$ cat config.mk
export PLATFORM = sky130hd
export DESIGN_NAME = gpio_irq_ctrl
export DESIGN_NICKNAME = d
export VERILOG_FILES = /design/src/rtl/gpio_irq_ctrl.sv
export SDC_FILE = /design/constraint.sdc
export NUM_CORES = 1
export LEC_CHECK = 0
export CAP_MARGIN = 20
export CELL_PAD_IN_SITES_DETAIL_PLACEMENT = 0
export CELL_PAD_IN_SITES_GLOBAL_PLACEMENT = 1
export CORE_MARGIN = 4
export CORE_UTILIZATION = 39
export CTS_CLUSTER_DIAMETER = 200
export DETAILED_ROUTE_END_ITERATION = 12
export PLACE_DENSITY = 0.75
export SYNTH_ARGS = -nofsm -noshare
export SYNTH_HDL_FRONTEND = slang
export SYNTH_SLANG_ARGS = --single-unit
$ cat constraint.sdc
create_clock -name clk -period 1.8 [get_ports clk]
set_clock_uncertainty 0.2 [all_clocks]
set_input_delay 0.18 -clock clk [delete_from_list [all_inputs] [get_ports clk]]
set_output_delay 0.18 -clock clk [all_outputs]
set_load 0.1 [all_outputs]
$ cat src/rtl/gpio_irq_ctrl.sv
`default_nettype none
// ============================================================================
// gpio_irq_ctrl : multi-port GPIO with debounced inputs and edge interrupts
// Revision      : 1.0
// ============================================================================
module gpio_irq_ctrl #(
    parameter int N_PORTS = 4,
    parameter int PORT_W  = 8,
    parameter int DEB_W   = 4
) (
    input  logic                          clk,
    input  logic                          reset,
    input  logic                          bus_valid,
    input  logic                          bus_write,
    input  logic [$clog2(N_PORTS)+2:0]    bus_addr,
    input  logic [31:0]                   bus_wdata,
    output logic [31:0]                   bus_rdata,
    output logic                          bus_rvalid,
    output logic                          bus_err,
    input  logic [N_PORTS*PORT_W-1:0]     io_in,
    output logic [N_PORTS*PORT_W-1:0]     io_out,
    output logic [N_PORTS*PORT_W-1:0]     io_oe,
    output logic                          irq
);

    localparam logic [2:0] REG_DATA_IN  = 3'd0;
    localparam logic [2:0] REG_DATA_OUT = 3'd1;
    localparam logic [2:0] REG_DIR      = 3'd2;
    localparam logic [2:0] REG_RISE_EN  = 3'd3;
    localparam logic [2:0] REG_FALL_EN  = 3'd4;
    localparam logic [2:0] REG_PEND     = 3'd5;
    localparam logic [2:0] REG_DEB_CFG  = 3'd6;

    logic [31:0]           port_idx;
    logic [2:0]            reg_sel;
    logic                  mapped;
    logic [PORT_W-1:0]     wdata;
    logic [N_PORTS*32-1:0] rd_part;
    logic [31:0]           rd_any;
    logic [N_PORTS-1:0]    pend_or;
    logic                  unused_wdata;

    assign port_idx     = 32'(bus_addr) >> 3;
    assign reg_sel      = bus_addr[2:0];
    assign mapped       = (reg_sel != 3'd7) && (port_idx < 32'(N_PORTS));
    assign wdata        = bus_wdata[PORT_W-1:0];
    assign unused_wdata = ^bus_wdata;

    for (genvar p = 0; p < N_PORTS; p++) begin : g_port
        logic [PORT_W-1:0] sync1, sync2, stb;
        logic [PORT_W-1:0] data_out, dir, rise_en, fall_en, pend;
        logic [DEB_W-1:0]  cnt, deb_cfg;
        logic              sel, wr, stb_load;
        logic [PORT_W-1:0] stb_nxt, set_mask, clr_mask;
        logic [31:0]       rd_val;

        assign sel      = bus_valid && mapped && (port_idx == 32'(p));
        assign wr       = sel && bus_write;
        assign stb_load = (sync2 != stb) && (cnt == deb_cfg);
        assign stb_nxt  = stb_load ? sync2 : stb;
        // Edges are taken on the debounced value as it updates, so PEND lands with DATA_IN
        assign set_mask = (stb_nxt & ~stb & rise_en) | (~stb_nxt & stb & fall_en);
        assign clr_mask = (wr && reg_sel == REG_PEND) ? wdata : '0;

        always_ff @(posedge clk) begin
            if (reset) begin
                sync1    <= '0;
                sync2    <= '0;
                stb      <= '0;
                cnt      <= '0;
                data_out <= '0;
                dir      <= '0;
                rise_en  <= '0;
                fall_en  <= '0;
                pend     <= '0;
                deb_cfg  <= '0;
            end else begin
                sync1 <= io_in[p*PORT_W +: PORT_W];
                sync2 <= sync1;
                if (sync2 == stb) begin
                    cnt <= '0;
                end else if (cnt == deb_cfg) begin
                    stb <= sync2;
                    cnt <= '0;
                end else begin
                    cnt <= cnt + DEB_W'(1);
                end
                // Hardware set is OR-ed after the clear so it wins a same-cycle W1C
                pend <= (pend & ~clr_mask) | set_mask;
                if (wr) begin
                    case (reg_sel)
                        REG_DATA_OUT: data_out <= wdata;
                        REG_DIR:      dir      <= wdata;
                        REG_RISE_EN:  rise_en  <= wdata;
                        REG_FALL_EN:  fall_en  <= wdata;
                        REG_DEB_CFG:  deb_cfg  <= bus_wdata[DEB_W-1:0];
                        default:      ;
                    endcase
                end
            end
        end

        always_comb begin
            rd_val = '0;
            case (reg_sel)
                REG_DATA_IN:  rd_val = 32'(stb);
                REG_DATA_OUT: rd_val = 32'(data_out);
                REG_DIR:      rd_val = 32'(dir);
                REG_RISE_EN:  rd_val = 32'(rise_en);
                REG_FALL_EN:  rd_val = 32'(fall_en);
                REG_PEND:     rd_val = 32'(pend);
                REG_DEB_CFG:  rd_val = 32'(deb_cfg);
                default:      rd_val = '0;
            endcase
        end

        assign rd_part[p*32 +: 32]          = sel ? rd_val : '0;
        assign pend_or[p]                   = |pend;
        assign io_out[p*PORT_W +: PORT_W]   = data_out;
        assign io_oe[p*PORT_W +: PORT_W]    = dir;
    end

    always_comb begin
        rd_any = '0;
        for (int p = 0; p < N_PORTS; p++) begin
            rd_any = rd_any | rd_part[p*32 +: 32];
        end
    end

    always_ff @(posedge clk) begin
        if (reset) begin
            bus_rvalid <= 1'b0;
            bus_rdata  <= '0;
            bus_err    <= 1'b0;
            irq        <= 1'b0;
        end else begin
            bus_rvalid <= bus_valid && !bus_write;
            bus_rdata  <= (bus_valid && !bus_write) ? rd_any : '0;
            bus_err    <= bus_valid && !mapped;
            irq        <= |pend_or;
        end
    end

endmodule
`default_nettype wire

[Yosys cells after proc, flatten, opt, wreduce, memory -nomap -nowiden]
Cells that the tools add are included.
Word-level totals
  register bits: 323
  input port bits: 73
  output and inout port bits: 99
  word-level logic and storage cells: 189
Cells by class
  add/subtract/negate cells: 4
  order comparisons: 1
  eq/ne operators: 22
  mux-type cells: 16
  bitwise logic cells: 48
  reduce and logical (&&, ||, !) cells: 54
Operators by type and width (number)
  case mux 8 bit (7 select lines): 4
  bitwise AND 8 bit: 20
  two-way mux 32 bit: 4
  NOT 8 bit: 12
  OR 32 bit: 3
  two-way mux 8 bit: 8
  OR 8 bit: 8
  AND reduction 2 bit: 24
  == test 8 bit: 4
  zero test 32 bit: 1
  inequality test 8 bit: 4
  OR reduction 32 bit: 1
  logical AND 1 bit: 20
  adder 4 x 1 -> 4 bit, second input constant: 4
  == test 4 bit: 4
  OR reduction 3 bit: 4
  == test 3 bit, second input constant: 3
  == test 3 x 2 -> 1 bit, second input constant: 2
  NOT 1 bit: 5
  == test 2 bit, second input constant: 2
  == test 3 x 1 -> 1 bit, second input constant: 1
  zero test 3 bit: 1
  < comparator 2 x 3 -> 1 bit, second input constant: 1
  inequality test 3 bit, second input constant: 1
  other kinds (3): 4

[Logic depth before layout (Yosys ltp)]
Gate-level depths: netlist of the first run.
  depth after elaboration: 10
  mapped depth: 8

[Worst setup path after synthesis of the first run]
No wires, ideal clock.
  kind: reg2reg
  start: reg g_port[1].data_out[6]
  end: reg bus_rdata[6]
  setup time: 0.131 ns
  data arrival time: 1.664 ns
  required time: 1.469 ns
  setup slack: -0.195 ns
  cell stages (with the launch flop): 5
  period minus slack after synthesis: 1.995 ns
  cells stage by stage: dfxtp_1 > mux4_2 > a22o_1 > a22oi_1 > a31oi_1
On the way
  longest elaborated chain between the ends: 5
Ends and longest elaborated chain
  start, declared: line 51  | logic [PORT_W-1:0] data_out, dir, rise_en, fall_en, pend;
  start signal, assigned: line 92  | REG_DATA_OUT: data_out <= wdata;
  case mux 8 bit (7 select lines): line 105  | case (reg_sel)
  two-way mux 32 bit: line 117  | assign rd_part[p*32 +: 32] = sel ? rd_val : '0;
  OR 32 bit (3 in a row): line 126  | rd_any = rd_any | rd_part[p*32 +: 32];
  end signal, assigned: line 138  | bus_rdata <= (bus_valid && !bus_write) ? rd_any : '0;
  end, declared: line 17  | output logic [31:0] bus_rdata,
No other way between the ends.
A chain may end at the register's enable or synchronous reset.

[Worst setup path in the final report of the first run]
  start: reg g_port[2].deb_cfg[1]
  end: reg g_port[2].stb[4]
On the way
  longest elaborated chain between the ends: 2
Ends and longest elaborated chain
  start, declared: line 52  | logic [DEB_W-1:0] cnt, deb_cfg;
  start signal, assigned: line 96  | REG_DEB_CFG: deb_cfg <= bus_wdata[DEB_W-1:0];
  == test 4 bit: line 82  | end else if (cnt == deb_cfg) begin
  AND reduction 2 bit (no line)
  end signal, assigned: line 83  | stb <= sync2;
  end, declared: line 50  | logic [PORT_W-1:0] sync1, sync2, stb;
No other way between the ends.

==> results of run 1 <==
## logic make-up after synthesis
kind of cell	Yosys count	share of synthesized area
muxes	154	0.119
buffers and inverters	152	0.0594
and+or+nand+nor	581	0.228
DFF	299	0.437
adders and majority gates	4	0.00365
AOI/OAI and AO/OA	246	0.116
xor gates and xnor gates	56	0.0358
other	1	0.000274
## timing repair
| action | 4_1_cts | 5_1_grt |
|---|---|---|
| hold buffers | 1 | 0 |
| setup endpoints to repair | 60 | 70 |
| setup buffers | 1 | 3 |
| gates cloned | 1 | 2 |
| gates resized for setup | 19 | 67 |
| pin swaps | 5 | 20 |
| endpoints found under the hold margin | 16 | 0 |
## state kept, by name, indices dropped and copies added (netlist names)
signal           flops
g_port.fall_en      32
g_port.sync1        32
g_port.sync2        32
irq                  1
bus_rvalid           1
g_port.pend         32
g_port.deb_cfg      16
g_port.stb          32
bus_rdata            8
g_port.dir          32
g_port.data_out     32
g_port.cnt          16
bus_err              1
g_port.rise_en      32
## layout make-up
class	count	area (um2)
well taps	455	569
inverters	25	93.8
fillers	3051	15500
clock inverters	11	139
flip-flops and latches	299	6080
clock buffers	51	1020
repair buffers	346	3990
multi-input cells	1065	7210
## path summary, 6_finish.rpt
check	start	endpoint	slack, ns	cells after the start
max	g_port[2].deb_cfg[1]	g_port[2].stb[4]	-0.06	6
min	io_in[19]	g_port[2].sync1[3]	0.01	2
max reg2reg	g_port[2].deb_cfg[1]	g_port[2].stb[4]	-0.06	6
min reg2reg	g_port[2].sync1[1]	g_port[2].sync2[1]	0.23	1
## layout by cell type, fill, tap and decap left out, types with 6 or more instances in the layout
master,instances
xnor2_1,27
nand3b_1,35
o21ai_0,31
dfxtp_1,230
inv_1,23
a221oi_1,17
clkdlybuf4s50_1,44
clkbuf_1,10
nor2_8,10
clkbuf_16,38
mux2i_1,133
nand2_1,141
nor3b_1,15
dfxtp_2,66
nor4_1,9
conb_1,24
a21oi_1,72
o22ai_1,14
nand4_1,8
nand3_1,77
mux2_2,14
a22oi_2,10
a31oi_1,17
clkinv_2,6
a22oi_1,42
buf_12,99
nor2b_1,69
xor2_1,19
buf_4,191
nor2_1,177
a2bb2oi_1,10
mux4_2,6
## per-stage QoR
stage | setup WS, ns | hold WS, ns | utilization
after floorplan | -0.0204 | 0.108 | -
after global placement | -0.494 | 0.215 | 0.508
after detailed placement | -0.517 | 0.220 | 0.508
after CTS | -0.0803 | 0.000502 | 0.544
after global routing | -0.143 | 0.00946 | 0.552
final | -0.0572 | 0.0117 | 0.552
## metal layers
layer | GRT usage | vias up | routed length [um] | part of all wire
met3 | 0.0340 | 90 | 3040 | 0.067
met4 | 0.0755 | 0 | 1560 | 0.034
li1 | - | 5706 | - | -
met5 | 0 | - | 0 | 0
met1 | 0.309 | 5741 | 19700 | 0.44
met2 | 0.373 | 472 | 21000 | 0.46
## where the power goes
| part | internal, uW | leakage (uW) | switching, uW |
|---|---|---|---|
| Clock | 4370 | 0.000569 | 2790 |
| Combinational | 827 | 0.00444 | 1190 |
| Sequential | 6730 | 0.00246 | 87.7 |
| Total | 11900 | 0.00747 | 4070 |
==> out/metrics.yaml, run 1 <==
status: "finished with violations"
violations: "setup timing"
critPathRequiredTime_ns: 1.99
fin_setup_tns_ns: -0.229
place_area_um2: 17600
worst-path-buf-inv: 1
grt_max_degree: 98
yosys.cell_types.count: 61
area_growth_pct: 39.5
antenna_left: 0
fin_area_um2: 19100
worstSkewPairLatency_ns: 0.52
first_pass_iters: 6
drt_iter0_drc: 1068
antenna_cells: 0
fin_crit_sh: 1.03
seq_area_frac_synth: 0.437
die_h_um: 195
fp.coreArea_um2: 34600
cts_buffer_depth: 3
placed_cells: 2183
yosysWarningCount: 0
worstMarginPinSlew_ns: 0.600
die_w_um: 195
grtUsageTotal: 0.228
cts_made_buffers: 35
cts_tree: "done"
wl_per_cell_um: 20.1
synth_most_common_cell: "dfxtp_1"
yosysTopAreaCellShare: 0.437
slew_viol_final: 0
hold_violations: 0
dieArea_um2: 38200
async_flop_share: 0
hold_class: "primary input to register"
routed_wirelength_um: 45300
ir_drop_v: 0.000558
hpwlAfterDp_um: 32500
period_needed_ns: 1.86
worstPathCellList: "xor2_1, nor4_4, o41a_1, buf_12, mux2i_1, nor2_1"
finalSetupViolCount: 13
drive_gt1_frac: 0.283
vias: 12009
initial_core_util: 0.396
synth-edff-count: 0
slowest_delay_ns: 0.32
timing.max_cap.violations: 0
slowest_stage: "dfxtp_2"
fin_cells: 2252
syn_area_um2: 13700
post-route-drc-count: 0
overflow: 0
cp-end-kind: "register"
rsz0062_at_grt: "true"
cts.htree.levels: 2
pin_count: 172
synth_commonest_cells: "299 x dfxtp_1, 177 x nor2_1, 141 x nand2_1"
avgSynthCellArea_um2: 9.17
ys.flop_type: "dfxtp_1"
cts.reportedPaths.clkPinSlew_ns: 0.06
synthCells: 1493
cp.arrival_ns: 2.05
power.density_nw_per_um2: 837
cts.sinks: 299
critPathKind: "register to register"
gp_congestion: 0.908
fmax_mhz: 538
crit_family: "simple AND/OR/NAND/NOR gates"
synth_area_leaders: "dfxtp_1 44%, mux2i_1 9.8%, nor2_1 4.9%"
total_power_uw: 16000
setup_slack_ns: -0.0572
clockRootBuffer: "clkbuf_16"
p_leak_uw: 0.00747
critPathMaxFanout: 15
start_kind: "register"
nNetsFinal: 1849
antenna_found_initial: 0
ys_ff_latch: 299
io_buffer_count: 123
rows: 68
viasPerCell: 5.33
grt_pass1_vias: 11791
synth_top_cell_by_area: "dfxtp_1"
relSlewSlack: 0.596
grt_pass1_wl_um: 68900
Note: power is estimated with default switching activity, not from simulation.
==> inputs of run 2 (changes only) <==
--- a/config.mk
+++ b/config.mk
@@ -9,10 +9,11 @@
 export CELL_PAD_IN_SITES_DETAIL_PLACEMENT = 0
 export CELL_PAD_IN_SITES_GLOBAL_PLACEMENT = 1
 export CORE_MARGIN = 4
-export CORE_UTILIZATION = 39
+export CORE_UTILIZATION = 43
 export CTS_CLUSTER_DIAMETER = 200
 export DETAILED_ROUTE_END_ITERATION = 12
-export PLACE_DENSITY = 0.75
+export PLACE_DENSITY = 0.79
 export SYNTH_ARGS = -nofsm -noshare
 export SYNTH_HDL_FRONTEND = slang
 export SYNTH_SLANG_ARGS = --single-unit
+export TNS_END_PERCENT = 10
==> constraint.sdc (replaced) <==
create_clock -name clk -period 2 [get_ports clk]
set_clock_uncertainty 0.2 [all_clocks]
set_input_delay 0.2 -clock clk [delete_from_list [all_inputs] [get_ports clk]]
set_output_delay 0.2 -clock clk [all_outputs]
set_load 0.1 [all_outputs]
==> out/metrics.yaml, run 2 (synthesis gave the netlist of run 1 again) <==
status: "finished with violations"
violations: "setup timing"
io_buffer_count: 123  # unchanged
ir_drop_v: 0.000456  # -18%
fin_crit_sh: 1.01  # -0.0241
whs_path_depth: 2  # unchanged
overflow: 0  # unchanged
relSlewSlack: 0.621  # +0.0249
total_power_uw: 14000  # -12%
power.density_nw_per_um2: 802  # -4.3%
final_common_cell: "dfxtp_1"
critPathMaxFanout: 4  # -11
multi_input_area_um2: 7010  # -2.8%
grt_pass1_vias: 11267  # -4.4%
critPathKind: "register to register"
place_area_um2: 16400  # -7.0%
finalSetupViolCount: 1  # -12
hold_end: "g_port[2].sync1[3]"
die_h_um: 186  # -4.6%
antenna_cells: 0  # unchanged
cts_buffer_depth: 3  # unchanged
nNetsFinal: 1794  # -3.0%
worstSkewPairLatency_ns: 0.51  # about the same
hold_violations: 0  # unchanged
gp_congestion: 0.912  # +0.46%
cts_made_buffers: 34  # -2.9%
grt_pass1_wl_um: 66600  # -3.4%
dieArea_um2: 34800  # -8.9%
setup_slack_ns: -0.0153  # +0.0419 ns
slowest_delay_ns: 0.49  # +0.17 ns
mostFrequentLayoutCells: "297 x dfxtp_1, 204 x buf_4, 177 x nor2_1, 141 x nand2_1, 134 x mux2i_1"
worstHoldStart: "io_in[19]"
drt_iter0_drc: 863  # -19%
postCtsSetupBuffers: 0  # -1
cts.reportedPaths.clkPinSlew_ns: 0.06  # about the same
vias: 11762  # -2.1%
grt_max_degree: 66  # -33%
slowest_stage: "mux4_2"
rows: 65  # -4.4%
fp.coreArea_um2: 31500  # -9.1%
slew_viol_final: 0  # unchanged
r2r-start: "g_port[1].stb[6]"
grtUsageTotal: 0.240  # +0.0124
cp-end-kind: "register"
first_pass_iters: 5  # -1
routed_wirelength_um: 43400  # -4.1%
start_kind: "register"
rsz0062_at_grt: "false"
viasPerCell: 5.49  # +2.9%
r2r_slack_ns: -0.02  # +0.04 ns
cts_tree: "done"
fin_area_um2: 17500  # -8.3%
critPathRequiredTime_ns: 2.14  # +0.15 ns
timing.max_cap.violations: 0  # unchanged
period_needed_ns: 2.02  # +0.158 ns
r2r_end: "bus_rdata[6]"
wl_per_cell_um: 20.3  # +0.76%
cts.htree.levels: 2  # unchanged
pin_count: 172  # unchanged
initial_core_util: 0.435  # +0.0396
fmax_mhz: 496  # -7.8%
post-route-drc-count: 0  # unchanged
fillers: 2815  # -7.7%
drive_gt1_frac: 0.204  # -0.0782
area_growth_pct: 27.9
antenna_left: 0  # unchanged
worstPathCellList: "mux4_2, a22o_1, a22oi_1, a31oi_1"
seqCellArea_um2: 5990  # -1.5%
reg2reg_depth: 4  # -2
hold_class: "primary input to register"
p_leak_uw: 0.00692  # -7.4%
clockRootBuffer: "clkbuf_16"
antenna_found_initial: 0  # unchanged
worstMarginPinSlew_ns: 0.563  # -0.0369 ns
cp.arrival_ns: 2.16  # +0.11 ns
cts.sinks: 299  # unchanged
hpwlAfterDp_um: 31300  # -3.6%
die_w_um: 186  # -4.6%
## run 2: cell types whose count changed in the layout (fill, tap and decap cells not counted), sizes merged
cell | before | now
clkbuf | 53 | 51
bufinv | 3 | 2
buf | 299 | 246
inv | 25 | 24
clkinvlp | 1 | 2
## run 2: final cells by class
cell class	instances	area share
sequential	299	0.342
tap	402	0.0287
multi-input combinational	1065	0.400
clock inverter	10	0.00622
inverter	25	0.00536
timing repair buffer	292	0.159
clock buffer	50	0.0579
## run 2: critical path: cells and delay by family (launching register included)
| family | cells | cell delay (ns) |
|---|---|---|
| mux | 1 | 0.49 |
| compound gates | 3 | 0.82 |
| flops | 1 | 0.34 |
## run 2: stage by stage
step	hold WS, ns	utilization	cells	setup slack, ns	TNS (ns)
6_report	0.0438	0.556	2143	-0.0153	-0.0153
5_1_grt	0.0383	0.556	2143	0.00366	0
4_1_cts	0.0290	0.556	2143	0.0333	0
3_5_place_dp	0.220	0.520	2082	-0.376	-30.45
3_3_place_gp	0.218	0.520	2082	-0.344	-29.11
2_1_floorplan	0.128	-	1516	0.00515	0
## run 2: repair_timing
item                                    in CTS  in global routing
hold endpoints to repair                    23                  0
hold buffers                                 1                  0
resized for setup                            0                  6
endpoints found under the setup margin       0                 23
## run 2: routing by layer
metal	GRT usage	vias up	part of all wire
met5	0	-	0
met4	0.0870	0	0.036
met3	0.0516	97	0.072
met2	0.376	425	0.45
met1	0.329	5630	0.44
li1	-	5610	-
## run 2: worst max-delay path by stage
stage | start | slack [ns] | cells past startpoint | to
after CTS | g_port[0].sync2[7] | 0.03 | 7 | g_port[0].pend[0]
after floorplan | g_port[1].data_out[6] | 0.005 | 4 | bus_rdata[6]
after global routing | g_port[0].sync2[4] | 0.004 | 7 | g_port[0].pend[3]
final | g_port[1].stb[6] | -0.02 | 4 | bus_rdata[6]
after detailed placement | bus_addr[2] | -0.38 | 7 | bus_rdata[7]
after global placement | bus_addr[2] | -0.34 | 7 | bus_rdata[7]
## run 2: report_power, final
group          leakage [uW]  switching [uW]  internal [uW]
Sequential          0.00243            90.5           6060
Combinational       0.00395             992            634
Clock              0.000548            2480           3780
